$ cat config.mk
export PLATFORM = sky130hd
export DESIGN_NAME = fwd_hazard_unit
export DESIGN_NICKNAME = d
export VERILOG_FILES = /design/src/rtl/fwd_hazard_unit.sv
export SDC_FILE = /design/constraint.sdc
export NUM_CORES = 1
export LEC_CHECK = 0
export ABC_AREA = 1
export CORE_AREA = 2 2 76 78
export DETAILED_ROUTE_END_ITERATION = 8
export DIE_AREA = 0 0 78 80
export MAX_ROUTING_LAYER = met4
export PLACE_DENSITY = 0.89
export SETUP_SLACK_MARGIN = 0.02
export SLEW_MARGIN = 40
export SYNTH_ARGS = -nofsm -noshare
export SYNTH_HDL_FRONTEND = slang
export SYNTH_SLANG_ARGS = --single-unit
$ cat constraint.sdc
create_clock -name clk -period 2.68 [get_ports clk]
set_clock_uncertainty 0.2 [all_clocks]
set_input_delay 0.536 -clock clk [delete_from_list [all_inputs] [get_ports clk]]
set_output_delay 0.536 -clock clk [all_outputs]
set_load 0.01 [all_outputs]
$ cat src/rtl/fwd_hazard_unit.sv
// EX-stage operand forwarding plus hazard stall generation, with a one-entry
// register scoreboard for a single in-flight fixed-latency MDU op.
module fwd_hazard_unit #(
  parameter int AW      = 5,
  parameter int NUM_RD  = 2,
  parameter int MDU_LAT = 4
) (
  input  logic                 clk,
  input  logic                 rst_n,
  input  logic [NUM_RD*AW-1:0] id_rs,
  input  logic [NUM_RD-1:0]    id_rs_used,
  input  logic [AW-1:0]        id_rd,
  input  logic                 id_regwrite,
  input  logic                 id_is_mdu,
  input  logic [NUM_RD*AW-1:0] ex_rs,
  input  logic [AW-1:0]        ex_rd,
  input  logic                 ex_regwrite,
  input  logic                 ex_memread,
  input  logic                 ex_mdu_start,
  input  logic [AW-1:0]        mem_rd,
  input  logic                 mem_regwrite,
  input  logic [AW-1:0]        wb_rd,
  input  logic                 wb_regwrite,
  input  logic                 mdu_kill,
  output logic [2*NUM_RD-1:0]  ex_fwd_sel,
  output logic                 stall,
  output logic                 mdu_busy,
  output logic                 mdu_done,
  output logic [AW-1:0]        mdu_done_rd,
  output logic [(2**AW)-1:0]   pending
);

  localparam int CW = 4;
  localparam logic [CW-1:0] CNT_LOAD = CW'(MDU_LAT - 1);

  typedef enum logic [1:0] {S_IDLE, S_BUSY, S_DONE} state_t;

  state_t        r_state, w_state_nxt;
  logic [CW-1:0] r_cnt, w_cnt_nxt;
  logic [AW-1:0] r_rd, w_rd_nxt;
  logic          r_pend, w_pend_nxt;
  logic          w_start;
  logic          w_raw, w_waw, w_struct;

  // Forwarding: the younger EX/MEM result has priority over MEM/WB.
  always_comb begin
    ex_fwd_sel = '0;
    for (int i = 0; i < NUM_RD; i++) begin
      if (mem_regwrite && mem_rd != '0 && mem_rd == ex_rs[i*AW +: AW])
        ex_fwd_sel[2*i +: 2] = 2'b10;
      else if (wb_regwrite && wb_rd != '0 && wb_rd == ex_rs[i*AW +: AW])
        ex_fwd_sel[2*i +: 2] = 2'b01;
    end
  end

  // Pending is derived from the single tracked entry, so x0 can never be set.
  always_comb begin
    pending = '0;
    if (r_pend)
      pending[r_rd] = 1'b1;
  end

  assign mdu_busy    = (r_state != S_IDLE);
  assign mdu_done    = (r_state == S_DONE) && !mdu_kill;
  assign mdu_done_rd = r_rd;

  always_comb begin
    w_raw = 1'b0;
    for (int i = 0; i < NUM_RD; i++) begin
      if (id_rs_used[i] && id_rs[i*AW +: AW] != '0) begin
        if (ex_memread && ex_regwrite && ex_rd == id_rs[i*AW +: AW])
          w_raw = 1'b1;
        if (ex_mdu_start && ex_rd == id_rs[i*AW +: AW])
          w_raw = 1'b1;
        if (pending[id_rs[i*AW +: AW]])
          w_raw = 1'b1;
      end
    end
  end

  assign w_waw    = id_regwrite && id_rd != '0 && pending[id_rd];
  assign w_struct = id_is_mdu && (mdu_busy || ex_mdu_start);
  assign stall    = w_raw || w_waw || w_struct;

  assign w_start = ex_mdu_start && !mdu_kill;

  // DONE is the cycle in which the counter has run down to zero.
  always_comb begin
    w_state_nxt = r_state;
    w_cnt_nxt   = r_cnt;
    w_rd_nxt    = r_rd;
    w_pend_nxt  = r_pend;
    case (r_state)
      S_IDLE: begin
        if (w_start) begin
          w_state_nxt = S_BUSY;
          w_cnt_nxt   = CNT_LOAD;
          w_rd_nxt    = ex_rd;
          w_pend_nxt  = (ex_rd != '0);
        end
      end
      S_BUSY: begin
        if (mdu_kill) begin
          w_state_nxt = S_IDLE;
          w_cnt_nxt   = '0;
          w_pend_nxt  = 1'b0;
        end else begin
          w_cnt_nxt = r_cnt - 1'b1;
          if (r_cnt == CW'(1))
            w_state_nxt = S_DONE;
        end
      end
      S_DONE: begin
        w_state_nxt = S_IDLE;
        w_cnt_nxt   = '0;
        w_pend_nxt  = 1'b0;
      end
      default: begin
        w_state_nxt = S_IDLE;
        w_cnt_nxt   = '0;
        w_pend_nxt  = 1'b0;
      end
    endcase
  end

  always_ff @(posedge clk) begin
    if (!rst_n) begin
      r_state <= S_IDLE;
      r_cnt   <= '0;
      r_rd    <= '0;
      r_pend  <= 1'b0;
    end else begin
      r_state <= w_state_nxt;
      r_cnt   <= w_cnt_nxt;
      r_rd    <= w_rd_nxt;
      r_pend  <= w_pend_nxt;
    end
  end

endmodule

==> flow_summary.toml <==
[status]
status = "complete, but fails checks"
violations = "DRC, setup timing"

[floorplan]
die_h_um = 80
core_um2 = 5410
initial_core_util = 0.424
rows = 27
ioPinCount = 96
die_area_um2 = 6240
die_w_um = 78

[critical_path]
critPathKind = "register to primary output"
ff2ff_path_depth = 9
critPathCaptureType = "primary output"
crit_top_cell = "nand3_1"
r2r_slack_ns = 0.44
crit_fanout = 7
crit_required_ns = 1.94
critPathSlowestCell = "dfxtp_4"
critical-path-max-stage-delay_ns = 0.40
r2r-end = "mdu_done_rd[2]$_SDFFE_PN0P_"
path_cells = "buf_4 > nand3_4 > o21ai_0 > nand3_1 > nand3_1 > nand3_1 > nand2_1 > nand2_1 > nand3_1 > nand2_2 > nand3_2 > buf_6"
cp_data_arrival_time_ns = 2.32
rr_startpoint = "r_state[0]$_SDFFE_PN0P_"
start_kind = "register"

[route]
drc = 208
drtIter0Drc = 1623
wirelength_um = 17200
vias_per_cell = 6.81
wire_per_inst_um = 23.8
first_pass_iters = 9
final_antenna_net_count = 0
num_vias = 4925

[grt]
grt_pass1_vias = 4124
gr-total-overflow = 0
antenna_found_initial = 1
grt_usage = 0.395
grt_max_degree = 18
grt_pass1_wl_um = 19300

[yosys]
synth_cells = 444
synth_top_cell_by_area = "nand2_1"
synth-seq-cells = 12
synth_top_area_share = 0.203
yosysUniqueCellTypes = 32
avgSynthCellArea_um2 = 5.16
synth_warnings = 0
ys_top_cells_by_area = "nand2_1 20%, nand3_1 20%, dfxtp_1 10%"
syn_area_um2 = 2290
seq_area_frac_synth = 0.105
syn_nets = 498

[power_and_ir_drop]
p_sw_uw = 721
power_density_nw_per_um2 = 306
swShare = 0.489
power_frac_seq = 0.185
combPwrFrac = 0.664
peakVddDrop_uv = 361
p_int_uw = 752
power_uw = 1470
clkPwrFrac = 0.151
leakagePower_uw = 0.00224

[final_layout]
syn_to_final_growth_pct = 110
stdcell_count = 723
drive_gt1_frac = 0.351
mostFrequentLayoutCell = "nand2_1"
fin_util = 0.890
most-common-layout-cells = "117 x nand2_1, 101 x buf_4, 73 x nand3_1"
n_fill_cell = 239
fin_nets = 704

[timing]
max_freq_ghz = 0.327
hold_violations = 0
final.setup.worst_slack_ns = -0.381
final_max_slew_viol_count = 0
worst_pin_slew_ns = 0.493
rsz0062_at_grt = "yes"
slew_headroom = 0.668
period_share = 1.14
setup-violations-final = 14
fin_crit_ns = 3.06

[min_path]
holdCritPathClass = "register to register"
min_path_cells = 2
min_to = "r_cnt[3]$_SDFFE_PN0N_"
hp-start = "r_cnt[3]$_SDFFE_PN0N_"

[run]
maxCapViolations = 0

[clock_network]
clk_pin_slew_ns = 0.06
cts_tree = "built"
clockBufferDepth = 2
cts_made_buffers = 3
worstSkewPairLatency_ns = 0.27
ctsRootBufferMaster = "clkbuf_8"
htreeDepth = 1
cts.sinks = 12

[place]
dpl.hpwl_um = 8130
gp_congestion = 1.09
dp.cells = 696
io_buffers = 95
-- final cells by class --
type / count / area (um2) / area share
Multi-Input combinational cell: 372 / 2260 / 0.470
Timing Repair Buffer: 214 / 1940 / 0.404
Antenna cell: 2 / 5.00 / 0.00104
Inverter: 47 / 196 / 0.0408
Tap cell: 72 / 90.1 / 0.0187
Sequential cell: 12 / 263 / 0.0546
Clock buffer: 4 / 55.1 / 0.0114
-- metal layers --
layer | part of all wire | global-route usage | vias to the layer above
met3 | 0.16 | 0.0690 | 316
met2 | 0.41 | 0.675 | 642
met5 | 0 | - | -
li1 | - | - | 1890
met4 | 0.14 | 0.277 | 0
met1 | 0.29 | 0.417 | 2077
-- logic make-up after synthesis --
| group | count (synthesis) | synth area share |
|---|---|---|
| simple gates | 290 | 0.554 |
| buf+inv | 61 | 0.105 |
| compound gates | 54 | 0.129 |
| xor+xnor | 25 | 0.0956 |
| flops | 12 | 0.105 |
| fa+ha+maj | 2 | 0.0109 |
-- power groups by stage --
stage                     clock, uW  sequential, uW  combinational (uW)
final                           222             272                 978
after global routing            231             272                 996
after CTS                       207             250                 726
after detailed placement          0             238                 652
after global placement            0             237                 625
after floorplan                   0             233                 300
-- sequential cells by signal (all words and copies together) (netlist names) --
signal / flops
mdu_done_rd: 5
r_cnt: 4
r_pend: 1
r_state: 2
-- what timing repair did --
| action | 4_1_cts | 5_1_grt |
|---|---|---|
| gates cloned | 1 | 1 |
| hold buffers | 0 | 0 |
| buffers inserted | 7 | 12 |
| endpoints found under the setup margin | 18 | 17 |
| gates resized for setup | 143 | 69 |
| pin swaps | 19 | 33 |
-- cells in the mapped netlist --
master / count
o21ai_0: 28
nand3_2: 2
o211ai_1: 2
xnor2_1: 10
o2111ai_1: 1
a21oi_1: 16
nand4_1: 3
a21boi_0: 1
buf_2: 9
a31oi_1: 1
o21ai_1: 1
clkbuf_1: 3
nand3b_1: 2
clkbuf_2: 1
nor4_1: 6
inv_1: 41
xor2_1: 15
or2_2: 1
nand2_2: 1
nor2_2: 3
nand3_1: 90
o41ai_1: 3
buf_1: 1
nor3_1: 7
nand2_1: 124
clkinv_1: 2
o22ai_1: 1
ha_1: 2
nor2_1: 50
dfxtp_1: 12
inv_2: 4
or4_1: 1
-- critical path: cells and delay by family, from the launching register on --
kind,cells,cell delay (ns)
AO/OA/AOI/OAI,1,0.34
AND/OR/NAND/NOR,9,1.05
flip-flops,1,0.40
buffers and inverters,2,0.28
-- per-stage QoR --
step	hold WS, ns	instance area, um2	setup TNS (ns)	setup slack (ns)
after floorplan	0.279	2290	0	0.241
after global placement	0.292	4030	-2.37	-0.553
after detailed placement	0.310	4030	-2.91	-0.656
after CTS	0.324	4400	0	0.0210
after global routing	0.403	4810	-1.60	-0.399
final	0.381	4810	-1.35	-0.381
-- how the worst max path moves through the flow --
stage | start | endpoint | depth (start not counted)
CTS | r_pend$_SDFFE_PN0P_ | stall | 13
floorplan | id_rs[0] | stall | 8
global route | mdu_done_rd[2]$_SDFFE_PN0P_ | stall | 14
finish | mdu_done_rd[2]$_SDFFE_PN0P_ | stall | 12
detailed placement | mem_rd[0] | ex_fwd_sel[2] | 6
global placement | id_rs[5] | stall | 14
Power figures use the tool's default switching activity.
